[src/rtl/io_pkg.sv]
// Shared types and header-field constants for the IO feeder receive path.
// Also imported by the feeder-side bench so both agree on the header layout.
package io_pkg;

    typedef enum logic [2:0] {
        ST_IDLE,
        ST_HEADER,
        ST_DATA,
        ST_DRAIN,
        ST_DONE
    } rx_state_t;

    typedef enum logic {
        HALF_LO,
        HALF_HI
    } half_sel_t;

    localparam int HDR_LEN_LSB = 0;
    localparam int HDR_LEN_W   = 16;

endpackage

[src/rtl/io_rx_fifo.sv]
// Synchronous word FIFO. Exposes the head and the entry behind it so the
// writer can move to the next word in the same cycle it retires the head.
module io_rx_fifo #(
    parameter  int DATA_W = 32,
    parameter  int DEPTH  = 4,
    localparam int PTR_W  = $clog2(DEPTH),
    localparam int CNT_W  = PTR_W + 1
) (
    input  logic              clk,
    input  logic              rst,
    input  logic              push,
    input  logic [DATA_W-1:0] push_data,
    input  logic              pop,
    output logic [DATA_W-1:0] rd_data,
    output logic [DATA_W-1:0] rd_data_next,
    output logic              full,
    output logic              empty,
    output logic [CNT_W-1:0]  count
);

    logic [DATA_W-1:0] mem_q [DEPTH];
    logic [PTR_W-1:0]  wr_ptr_q, wr_ptr_d;
    logic [PTR_W-1:0]  rd_ptr_q, rd_ptr_d;
    logic [CNT_W-1:0]  count_q, count_d;

    always_comb begin
        wr_ptr_d = wr_ptr_q;
        rd_ptr_d = rd_ptr_q;
        count_d  = count_q;
        if (push) begin
            wr_ptr_d = wr_ptr_q + 1'b1;
        end
        if (pop) begin
            rd_ptr_d = rd_ptr_q + 1'b1;
        end
        unique case ({push, pop})
            2'b10:   count_d = count_q + 1'b1;
            2'b01:   count_d = count_q - 1'b1;
            default: count_d = count_q;
        endcase
    end

    // NOTE: sequential state is assigned with <= so every flop samples the
    // pre-edge values of its neighbours, independent of statement order.
    always_ff @(posedge clk) begin
        if (rst) begin
            wr_ptr_q <= '0;
            rd_ptr_q <= '0;
            count_q  <= '0;
        end else begin
            wr_ptr_q <= wr_ptr_d;
            rd_ptr_q <= rd_ptr_d;
            count_q  <= count_d;
        end
    end

    // NOTE: storage has no reset; the count gates every read, so stale
    // contents are never observed and the array maps onto plain RAM cells.
    always_ff @(posedge clk) begin
        if (push) begin
            mem_q[wr_ptr_q] <= push_data;
        end
    end

    assign rd_data      = mem_q[rd_ptr_q];
    assign rd_data_next = mem_q[PTR_W'(rd_ptr_q + 1'b1)];
    assign count        = count_q;
    assign full         = (count_q == CNT_W'(DEPTH));
    assign empty        = (count_q == '0);

endmodule

[src/rtl/io_receiver.sv]
// Receiving end of the IO feeder bus: header-counted transfers of 32-bit
// words, written low half first into 16-bit solver memory.
module io_receiver
    import io_pkg::*;
#(
    parameter int DATA_W     = 32,
    parameter int HALF_W     = 16,
    parameter int ADDR_W     = 12,
    parameter int FIFO_DEPTH = 4,
    parameter int BASE_ADDR  = 0
) (
    input  logic              clk,
    input  logic              rst,
    input  logic              intrpt,
    input  logic              ld,
    input  logic [DATA_W-1:0] dataBus,
    output logic              rdy,
    output logic              mem_we,
    output logic [ADDR_W-1:0] mem_addr,
    output logic [HALF_W-1:0] mem_wdata,
    input  logic              mem_ready,
    output logic              busy,
    output logic              done,
    output logic              err_ovf,
    output logic [15:0]       word_cnt
);

    localparam int CNT_W = $clog2(FIFO_DEPTH) + 1;

    rx_state_t             state_q, state_d;
    logic [HDR_LEN_W-1:0]  remaining_q, remaining_d;
    logic [15:0]           word_cnt_q, word_cnt_d;
    logic                  err_ovf_q, err_ovf_d;
    logic                  mem_we_q, mem_we_d;
    logic [ADDR_W-1:0]     mem_addr_q, mem_addr_d;
    logic [HALF_W-1:0]     mem_wdata_q, mem_wdata_d;
    half_sel_t             half_q, half_d;

    logic                  push_acc;
    logic                  wr_accept;
    logic                  wr_load;
    logic                  drain_clear;
    logic [DATA_W-1:0]     src_word;
    logic [HDR_LEN_W-1:0]  hdr_len;

    logic                  fifo_pop;
    logic                  fifo_full;
    logic                  fifo_empty;
    logic [CNT_W-1:0]      fifo_count;
    logic [DATA_W-1:0]     fifo_head;
    logic [DATA_W-1:0]     fifo_head_next;

    io_rx_fifo #(
        .DATA_W (DATA_W),
        .DEPTH  (FIFO_DEPTH)
    ) u_fifo (
        .clk          (clk),
        .rst          (rst),
        .push         (push_acc),
        .push_data    (dataBus),
        .pop          (fifo_pop),
        .rd_data      (fifo_head),
        .rd_data_next (fifo_head_next),
        .full         (fifo_full),
        .empty        (fifo_empty),
        .count        (fifo_count)
    );

    assign rdy       = (state_q == ST_HEADER) || ((state_q == ST_DATA) && !fifo_full);
    assign push_acc  = (state_q == ST_DATA) && ld && rdy;
    assign hdr_len   = dataBus[HDR_LEN_LSB +: HDR_LEN_W];

    // The word being written stays at the FIFO head until its high half is
    // accepted, so FIFO occupancy covers the in-flight word as well.
    assign wr_accept = mem_we_q && mem_ready;
    assign fifo_pop  = wr_accept && (half_q == HALF_HI);

    // NOTE: every signal driven here gets a default first, so no path can
    // leave it unassigned and infer a latch.
    always_comb begin
        mem_we_d    = mem_we_q;
        mem_addr_d  = mem_addr_q;
        mem_wdata_d = mem_wdata_q;
        half_d      = half_q;
        wr_load     = 1'b0;
        src_word    = fifo_head;

        if (wr_accept) begin
            mem_addr_d = mem_addr_q + 1'b1;
            wr_load    = 1'b1;
            if (half_q == HALF_LO) begin
                half_d = HALF_HI;
            end else begin
                half_d = HALF_LO;
                if (fifo_count > CNT_W'(1)) begin
                    src_word = fifo_head_next;
                end else if (push_acc) begin
                    src_word = dataBus;
                end else begin
                    mem_we_d = 1'b0;
                    wr_load  = 1'b0;
                end
            end
        end else if (!mem_we_q) begin
            half_d = HALF_LO;
            if (!fifo_empty) begin
                mem_we_d = 1'b1;
                wr_load  = 1'b1;
            end else if (push_acc) begin
                src_word = dataBus;
                mem_we_d = 1'b1;
                wr_load  = 1'b1;
            end
        end

        if (wr_load) begin
            mem_wdata_d = (half_d == HALF_HI) ? src_word[DATA_W-1:HALF_W]
                                              : src_word[HALF_W-1:0];
        end

        if ((state_q == ST_IDLE) && intrpt) begin
            mem_addr_d = ADDR_W'(BASE_ADDR);
        end
    end

    // Drain finishes in the cycle the final high half is accepted.
    assign drain_clear = (fifo_empty && !mem_we_q) ||
                         ((fifo_count == CNT_W'(1)) && fifo_pop);

    always_comb begin
        state_d     = state_q;
        remaining_d = remaining_q;
        word_cnt_d  = word_cnt_q;
        err_ovf_d   = err_ovf_q;

        unique case (state_q)
            ST_IDLE: begin
                if (intrpt) begin
                    state_d    = ST_HEADER;
                    word_cnt_d = '0;
                    err_ovf_d  = 1'b0;
                end
            end
            ST_HEADER: begin
                if (ld) begin
                    remaining_d = hdr_len;
                    state_d     = (hdr_len == '0) ? ST_DONE : ST_DATA;
                end
            end
            ST_DATA: begin
                if (push_acc) begin
                    word_cnt_d  = word_cnt_q + 16'd1;
                    remaining_d = remaining_q - HDR_LEN_W'(1);
                    if (remaining_q == HDR_LEN_W'(1)) begin
                        state_d = ST_DRAIN;
                    end
                end else if (ld) begin
                    err_ovf_d = 1'b1;
                end
            end
            ST_DRAIN: begin
                if (drain_clear) begin
                    state_d = ST_DONE;
                end
            end
            ST_DONE: state_d = ST_IDLE;
            default: state_d = ST_IDLE;
        endcase
    end

    always_ff @(posedge clk) begin
        if (rst) begin
            state_q     <= ST_IDLE;
            remaining_q <= '0;
            word_cnt_q  <= '0;
            err_ovf_q   <= 1'b0;
            mem_we_q    <= 1'b0;
            mem_addr_q  <= ADDR_W'(BASE_ADDR);
            mem_wdata_q <= '0;
            half_q      <= HALF_LO;
        end else begin
            state_q     <= state_d;
            remaining_q <= remaining_d;
            word_cnt_q  <= word_cnt_d;
            err_ovf_q   <= err_ovf_d;
            mem_we_q    <= mem_we_d;
            mem_addr_q  <= mem_addr_d;
            mem_wdata_q <= mem_wdata_d;
            half_q      <= half_d;
        end
    end

    assign mem_we    = mem_we_q;
    assign mem_addr  = mem_addr_q;
    assign mem_wdata = mem_wdata_q;
    assign busy      = (state_q != ST_IDLE);
    assign done      = (state_q == ST_DONE);
    assign err_ovf   = err_ovf_q;
    assign word_cnt  = word_cnt_q;

endmodule

[config.mk]
export PLATFORM = sky130hd
export DESIGN_NAME = io_receiver
export DESIGN_NICKNAME = d
export VERILOG_FILES = /design/src/rtl/io_pkg.sv /design/src/rtl/io_rx_fifo.sv /design/src/rtl/io_receiver.sv
export SDC_FILE = /design/constraint.sdc
export NUM_CORES = 1
export LEC_CHECK = 0
export BUFFER_PORTS_ARGS = -buffer_cell sky130_fd_sc_hd__clkbuf_2
export CAP_MARGIN = 20
export CORE_AREA = 8 8 135 137
export CTS_CLUSTER_SIZE = 40
export DETAILED_ROUTE_END_ITERATION = 8
export DIE_AREA = 0 0 143 145
export PLACE_DENSITY = 0.78
export SLEW_MARGIN = 15
export SYNTH_ARGS = -nofsm -noshare
export SYNTH_HDL_FRONTEND = slang
export SYNTH_SLANG_ARGS = --single-unit
[constraint.sdc]
create_clock -name clk -period 3.5 [get_ports clk]
set_input_delay 1.05 -clock clk [delete_from_list [all_inputs] [get_ports clk]]
set_output_delay 1.05 -clock clk [all_outputs]
set_load 0.01 [all_outputs]
==> results.cfg, run 1 <==
[status]
outcome = finished, final reports clean

[clock_tree]
cts.sinks = 203
cts_htree_levels = 1
post_cts_buffers = 0
cts_buffer_depth = 3
cts_root_buf = clkbuf_16
cts_resized = 0
cts.reportedPaths.clkPinSlew_ns = 0.06
cts_tree = built
cts_hold_buffers = 0
worstSkewPairLatency_ns = 0.50
cts_buffers = 21

[pwr]
leakage_nw = 3.56
finalPower_mw = 6.83
ir_worst_vdd_v = 0.000611
power-per-cell-area_nw_per_um2 = 641

[route]
vias_per_cell = 6.29
ant_nets = 0
wire_per_inst_um = 20.9
drc = 0
vias = 6635
drt_first_pass_iters = 5
drt-total-wl_um = 22000
drt-initial-drc-count = 642

[layout]
area_delta_synth_final_pct = 14.0
n_antenna_cell = 0
final_layout_size_suffix_gt1_share_pct = 23.2
final_common_cell = edfxtp_1
mostFrequentLayoutCells = edfxtp_1, clkbuf_2, dfxtp_1, nor2_1, a21oi_1
finish.net_count = 870
final_util_pct = 65.9

[synth]
synthArstFlopShare_pct = 0
synth.net_count = 788
seq_area_frac_synth_pct = 57.1
synth_cells = 738
synth-seq-cells = 203
ys_warn_count = 0
syn_area_um2 = 9360
synth.distinct_cells = 55
synth_top_flop_cell = edfxtp_1
synth_edf_count = 128
syn_avg_cell_area_um2 = 12.7

[timing]
fin_setup_tns_ns = 0
fin_crit_sh_pct = 84.6
worst_pin_slew_ns = 0.932
rsz0062_at_grt = false
hold_viol = 0
setup_violations = 0
drv_slew = 0
slew_headroom_pct = 37.8
maxClockFrequency_mhz = 338
fin_crit_ns = 2.96
fin_skew_ns = 0.0102

[place]
io_buffers = 85
gp_congestion = 0.832
dp_hpwl_um = 14500

[floorplanning]
num_io_pins = 86
start_util_pct = 57.9
die_area_um2 = 20700
core-area_um2 = 16200
rows = 47
die_y_um = 145
fp.dieW_um = 143

[critical_path]
cp-end-kind = flop
crit_path_max_incr_delay_ns = 0.61
path_cells = or3b_1, nor3b_4, buf_12, mux2i_1, a21oi_1, a2111oi_0, o32ai_1
cpMaxStageDelayCell = a2111oi_0
path_max_fanout = 24
cp-start-kind = flop
arrival_ns = 3.32
criticalPathCategory = reg -> reg
crit_required_ns = 3.86

[flow_run]
maxCapViolations = 0

[global_routing]
antenna_found_initial = 0
grt_max_degree = 33
overflow = 0
first_global_vias = 6768
gr-usage-all-layers_pct = 21.0
grt_pass1_wl_um = 35000

[min_path]
hold_class = reg -> reg
==> report_power, final <==
part           switching (mW)  internal [mW]
combinational            1.17          0.668
sequential              0.179           2.74
clock                   0.890           1.18
==> worst max-delay path, delay by kind of cell, from the launching register on <==
family | cells | cell delay, ns
muxes | 1 | 0.26
DFF | 1 | 0.51
and+or+nand+nor | 2 | 0.91
AOI/OAI and AO/OA | 3 | 0.86
buffers and inverters | 1 | 0.26
==> Yosys cell counts (9+ instances only) <==
cell         n  share of area [%]
nor2_1      68                2.7
inv_1       18               0.72
edfxtp_1   128                 41
nand3_1     10               0.53
mux4_2      48                 12
a211oi_1    10               0.80
xor2_1      14                1.3
nor3_1      12               0.64
xnor2_1     13                1.2
clkbuf_1    32                1.3
or3_1        9               0.60
o21ai_0     36                1.9
ha_1        13                1.7
o32ai_1     15                1.4
a21oi_1     56                3.0
nand2b_1    21                1.4
a2111oi_0   14                1.3
dfxtp_1     75                 16
mux2i_1     18                1.9
nand2_1     39                1.6
==> stage by stage <==
step | worst slack [ns] | cell area, um2 | hold WS (ns) | std cells
2_1_floorplan | 0.530 | 9360 | 0.445 | 738
3_3_place_gp | 0.369 | 10000 | 0.447 | 1016
3_5_place_dp | 0.277 | 10000 | 0.445 | 1016
4_1_cts | 0.536 | 10700 | 0.455 | 1054
5_1_grt | 0.403 | 10700 | 0.481 | 1055
6_report | 0.540 | 10700 | 0.447 | 1055
==> metal layers <==
layer | vias to the layer above | part of all wire [%] | global-route usage, %
met4 | 0 | 3.8 | 9.04
met2 | 295 | 51 | 36.5
met1 | 3273 | 38 | 25.2
met3 | 66 | 7.0 | 3.31
met5 | - | 0 | 0
li1 | 3001 | - | -
==> state kept, by name (all words and copies together) (netlist names), named ones only <==
name / cells
u_fifo.rd_ptr_q: 2
err_ovf: 1
mem_wdata: 16
mem_addr: 12
remaining_q: 16
state_q: 3
mem_we: 1
u_fifo.mem_q: 128
word_cnt: 16
u_fifo.wr_ptr_q: 2
u_fifo.count: 3
half_q: 1
==> area by class of cell <==
type / count / area (um2)
clock buffers: 26 / 544
repair buffers: 104 / 597
flip-flops and latches: 203 / 5350
inverters: 18 / 67.6
well taps: 220 / 275
multi-input cells: 472 / 3750
fillers: 1170 / 5510
clock inverters: 12 / 87.6
==> kinds of logic (layout without fill, tap and decap cells) <==
family          Yosys count  count (layout)  synth area share, %
buf+inv                  63             160                 2.87
xor+xnor                 27              27                 2.53
compound gates          161             161                 11.2
mux                      68              68                 13.7
flops                   203             203                 57.1
simple gates            203             203                 10.8
fa+ha+maj                13              13                 1.74
==> worst paths after layout <==
path / startpoint / endpoint / slack [ns] / cells past startpoint
worst min register to register: err_ovf$_SDFFE_PP0P_ / err_ovf$_SDFFE_PP0P_ / 0.45 / 2
worst min-delay path: err_ovf$_SDFFE_PP0P_ / err_ovf$_SDFFE_PP0P_ / 0.45 / 2
worst max-delay path: state_q[1]$_SDFFE_PP0P_ / mem_wdata[8]$_SDFFE_PP0P_ / 0.54 / 7
worst max register to register: state_q[1]$_SDFFE_PP0P_ / mem_wdata[8]$_SDFFE_PP0P_ / 0.54 / 7
Note: power is estimated with default switching activity, not from simulation.
==> run 2, diff against run 1 <==
Clock period 3.5 ns to 3.1 ns, I/O delays scaled along.
==> results.cfg, run 2 (synthesis gave the netlist of run 1 again) <==
[status]
outcome = finished, final reports clean

[clock_tree]
post_cts_buffers = 0
worstSkewPairLatency_ns = 0.50
cts_buffers = 21
cts_htree_levels = 1
cts_tree = built
cts_buffer_depth = 3
cts.reportedPaths.clkPinSlew_ns = 0.06
cts_hold_buffers = 0
cts_resized = 0
cts.sinks = 203
cts_root_buf = clkbuf_16

[critical_path]
cpMaxStageDelayCell = dfxtp_1
criticalPathCategory = reg -> out
path_cells = inv_1, ha_1, a21oi_1, mux2_2, and2_1, clkbuf_2
arrival_ns = 1.91
crit_family = flip-flops
crit_path_max_incr_delay_ns = 0.43
crit_required_ns = 2.17
r2r_setup_slack_ns = 0.38
crit_cells = 6
cp_num_buf_inv = 2
cp-start-kind = flop
r2r_end = mem_wdata[2]$_SDFFE_PP0P_
reg2reg_from = state_q[1]$_SDFFE_PP0P_
path_max_fanout = 5
cp-end-kind = output pin
r2r_cells = 7

[timing]
slew_headroom_pct = 50.4
worst_pin_slew_ns = 0.741
fin_ws_ns = 0.259
rsz0062_at_grt = false
hold_viol = 0
maxClockFrequency_mhz = 352
setup_violations = 0
fin_setup_tns_ns = 0
fin_skew_ns = 0.0129
drv_slew = 0
fin_crit_ns = 2.84
fin_crit_sh_pct = 91.7

[floorplanning]
rows = 47
fp.dieW_um = 143
core-area_um2 = 16200
start_util_pct = 57.9
die_y_um = 145
num_io_pins = 86
die_area_um2 = 20700

[flow_run]
maxCapViolations = 0

[layout]
final_layout_size_suffix_gt1_share_pct = 24.0
finish.net_count = 874
mostFrequentLayoutCells = edfxtp_1, clkbuf_2, dfxtp_1, nor2_1, a21oi_1
largest_reg_flops = 128
fillers = 1147
n_antenna_cell = 0
final_common_cell = edfxtp_1
top_register = u_fifo.mem_q
area_delta_synth_final_pct = 15.2

[pwr]
ir_worst_vdd_v = 0.000482
swShare_pct = 31.7
clkPwrFrac_pct = 31.2
power-per-cell-area_nw_per_um2 = 724
leakage_nw = 3.61
switching_power_mw = 2.48
p_seq_share_pct = 42.1
intPower_mw = 5.33
p_comb_share_pct = 26.7

[place]
gp_congestion = 0.830
dp_hpwl_um = 14300
io_buffers = 85
place_ws_ns = 0.208

[route]
vias_per_cell = 6.26
drc = 0
drt-total-wl_um = 21900
vias = 6631
wire_per_inst_um = 20.7
drt-initial-drc-count = 519
ant_nets = 0
drt_first_pass_iters = 5

[min_path]
hp-start = err_ovf$_SDFFE_PP0P_
hold_depth = 2
hold_path_end = err_ovf$_SDFFE_PP0P_
hold_class = reg -> reg

[global_routing]
grt_max_degree = 33
antenna_found_initial = 0
first_global_vias = 6759
overflow = 0
grt_pass1_wl_um = 35100
gr-usage-all-layers_pct = 21.2
run 2: tightest hold or removal path, stage by stage (launching register included):
cell     delay (ns)
dfxtp_1        0.31
inv_1          0.05
a21oi_1        0.05
run 2: power by group through the flow:
stage / combinational, mW / sequential, mW / clock (mW)
after floorplan: 1.46 / 3.30 / 0
after global placement: 1.97 / 3.32 / 0
after detailed placement: 2.03 / 3.33 / 0
after CTS: 2.06 / 3.28 / 2.48
after global routing: 2.30 / 3.31 / 2.58
final: 2.08 / 3.28 / 2.44
run 2: worst max-delay path by stage:
stage / from / endpoint / slack [ns]
after floorplan: ld / u_fifo.mem_q[0][0]$_DFFE_PP_ / 0.25
after global placement: ld / mem_wdata[6]$_SDFFE_PP0P_ / 0.33
after detailed placement: ld / mem_wdata[7]$_SDFFE_PP0P_ / 0.21
after CTS: u_fifo.count[0]$_SDFFE_PP0P_ / rdy / 0.24
after global routing: u_fifo.count[0]$_SDFFE_PP0P_ / rdy / 0.17
final: u_fifo.count[0]$_SDFFE_PP0P_ / rdy / 0.26
run 2: cell type report:
type,count,area [um2],area share (%)
Sequential cell,203,5350,49.6
Clock buffer,26,554,5.14
Multi-Input combinational cell,472,3750,34.7
Tap cell,220,275,2.55
Inverter,18,67.6,0.627
Clock inverter,12,113,1.04
Timing Repair Buffer,108,681,6.31
run 2: per-stage QoR:
step	hold slack [ns]	util (%)	cell area (um2)	power (mW)	instances
after floorplan	0.445	-	9360	4.75	738
after global placement	0.448	62.5	10100	5.29	1020
after detailed placement	0.441	62.5	10100	5.36	1020
after CTS	0.448	66.6	10800	7.82	1058
after global routing	0.474	66.7	10800	8.18	1059
final	0.445	66.7	10800	7.80	1059
run 2: routing by layer:
metal	vias to the layer above	wire length, um	global-route usage, %
li1	3011	-	-
met1	3242	8310	25.8
met2	318	11100	36.5
met3	60	1610	3.08
met4	0	855	9.41
met5	-	0	0
==> run 3, diff against run 2 <==
==> constraint.sdc (replaced) <==
create_clock -name clk -period 3.1 [get_ports clk]
set_input_delay 0.62 -clock clk [delete_from_list [all_inputs] [get_ports clk]]
set_output_delay 0.62 -clock clk [all_outputs]
set_load 0.01 [all_outputs]
==> results.cfg, run 3 (synthesis gave the netlist of run 1 again) <==
[clock_tree]
cts_htree_levels = 1
cts_tree = built
cts_root_buf = clkbuf_16
cts_buffer_depth = 3
cts.reportedPaths.clkPinSlew_ns = 0.06
cts_hold_buffers = 0
cts.sinks = 203
cts_resized = 0
post_cts_buffers = 0
cts_buffers = 23
worstSkewPairLatency_ns = 0.52

[timing]
rsz0062_at_grt = false
fin_crit_ns = 2.86
timing.hold.ws_ns = 0.330
fin_ws_ns = 0.237
hold_viol = 0
fin_skew_ns = 0.0152
slew_headroom_pct = 29.5
maxClockFrequency_mhz = 349
worst_pin_slew_ns = 1.06
drv_slew = 0
setup_violations = 0
fin_crit_sh_pct = 92.3
fin_setup_tns_ns = 0

[layout]
final_util_pct = 66.8
final_common_cell = edfxtp_1
area_delta_synth_final_pct = 15.4
n_antenna_cell = 0
finish.net_count = 878
largest_reg_flops = 128
top_register = u_fifo.mem_q
final_cells = 1064
final_layout_size_suffix_gt1_share_pct = 24.4
finish.instance_area_um2 = 10800
mostFrequentLayoutCells = edfxtp_1, clkbuf_2, dfxtp_1, nor2_1, a21oi_1

[status]
outcome = finished, final reports clean

[floorplanning]
fp.dieW_um = 143
num_io_pins = 86
die_area_um2 = 20700
die_y_um = 145
start_util_pct = 57.9
rows = 47
core-area_um2 = 16200

[pwr]
finalPower_mw = 8.02
p_comb_share_pct = 26.5
power-per-cell-area_nw_per_um2 = 742
ir_worst_vdd_v = 0.000523
p_seq_share_pct = 41.0
swShare_pct = 32.1
intPower_mw = 5.45
clkPwrFrac_pct = 32.5
switching_power_mw = 2.57
leakage_nw = 3.64

[critical_path]
arrival_ns = 3.23
r2r_setup_slack_ns = 0.24
path_max_fanout = 24
cp-start-kind = flop
criticalPathCategory = reg -> reg
crit_required_ns = 3.46
cp-end-kind = flop
r2r_end = mem_wdata[9]$_SDFFE_PP0P_
reg2reg_from = state_q[1]$_SDFFE_PP0P_
r2r_cells = 7

[place]
gp_congestion = 0.846
place_ws_ns = 0.252
placed_cells = 1023
dp_hpwl_um = 14700
io_buffers = 85
dpl_cell_area_um2 = 10100

[route]
wire_per_inst_um = 21.6
drt-initial-drc-count = 580
drt-total-wl_um = 23000
drc = 0
vias_per_cell = 6.38
ant_nets = 0
drt_first_pass_iters = 7
vias = 6785

[flow_run]
maxCapViolations = 0

[global_routing]
grt_pass1_wl_um = 36400
antenna_found_initial = 0
gr-usage-all-layers_pct = 22.0
grt_max_degree = 33
overflow = 0
first_global_vias = 6894

[min_path]
hp-start = dataBus[25]
hold_class = in -> reg
hold_path_end = u_fifo.mem_q[0][25]$_DFFE_PP_
hold_depth = 1
## run 3: power by group through the flow
stage / Sequential, mW / Clock (mW) / Combinational (mW)
after global routing: 3.31 / 2.74 / 2.30
after detailed placement: 3.33 / 0 / 2.08
after CTS: 3.28 / 2.64 / 2.09
after global placement: 3.31 / 0 / 1.97
after floorplan: 3.30 / 0 / 1.46
final: 3.29 / 2.61 / 2.12
## run 3: worst max-delay path by stage
stage / startpoint / end
floorplan: state_q[2]$_SDFFE_PP0P_ / u_fifo.mem_q[0][0]$_DFFE_PP_
global placement: state_q[1]$_SDFFE_PP0P_ / mem_wdata[1]$_SDFFE_PP0P_
detailed placement: state_q[1]$_SDFFE_PP0P_ / mem_wdata[9]$_SDFFE_PP0P_
CTS: state_q[1]$_SDFFE_PP0P_ / mem_wdata[9]$_SDFFE_PP0P_
global route: state_q[1]$_SDFFE_PP0P_ / mem_wdata[9]$_SDFFE_PP0P_
finish: state_q[1]$_SDFFE_PP0P_ / mem_wdata[9]$_SDFFE_PP0P_
## run 3: metal layers
| layer | global-route usage (%) | share of wire [%] |
|---|---|---|
| met5 | 0 | 0 |
| met4 | 9.99 | 4.3 |
| met3 | 3.71 | 7.1 |
| met2 | 37.4 | 51 |
| met1 | 26.7 | 38 |
## run 3: critical path, stage by stage, from the launching register on
cell and delay, ns:
dfxtp_1 0.50, or3b_1 0.45, nor3b_4 0.21, buf_4 0.38, mux2i_1 0.30, a21oi_1 0.09, a2111oi_0 0.59, o32ai_1 0.19
## run 3: layout make-up
cell class	count	area, um2
timing repair buffer	110	626
multi-input combinational	472	3750
inverter	18	67.6
clock inverter	5	31.3
sequential	203	5350
clock buffer	36	708
fill	1109	5370
tap	220	275
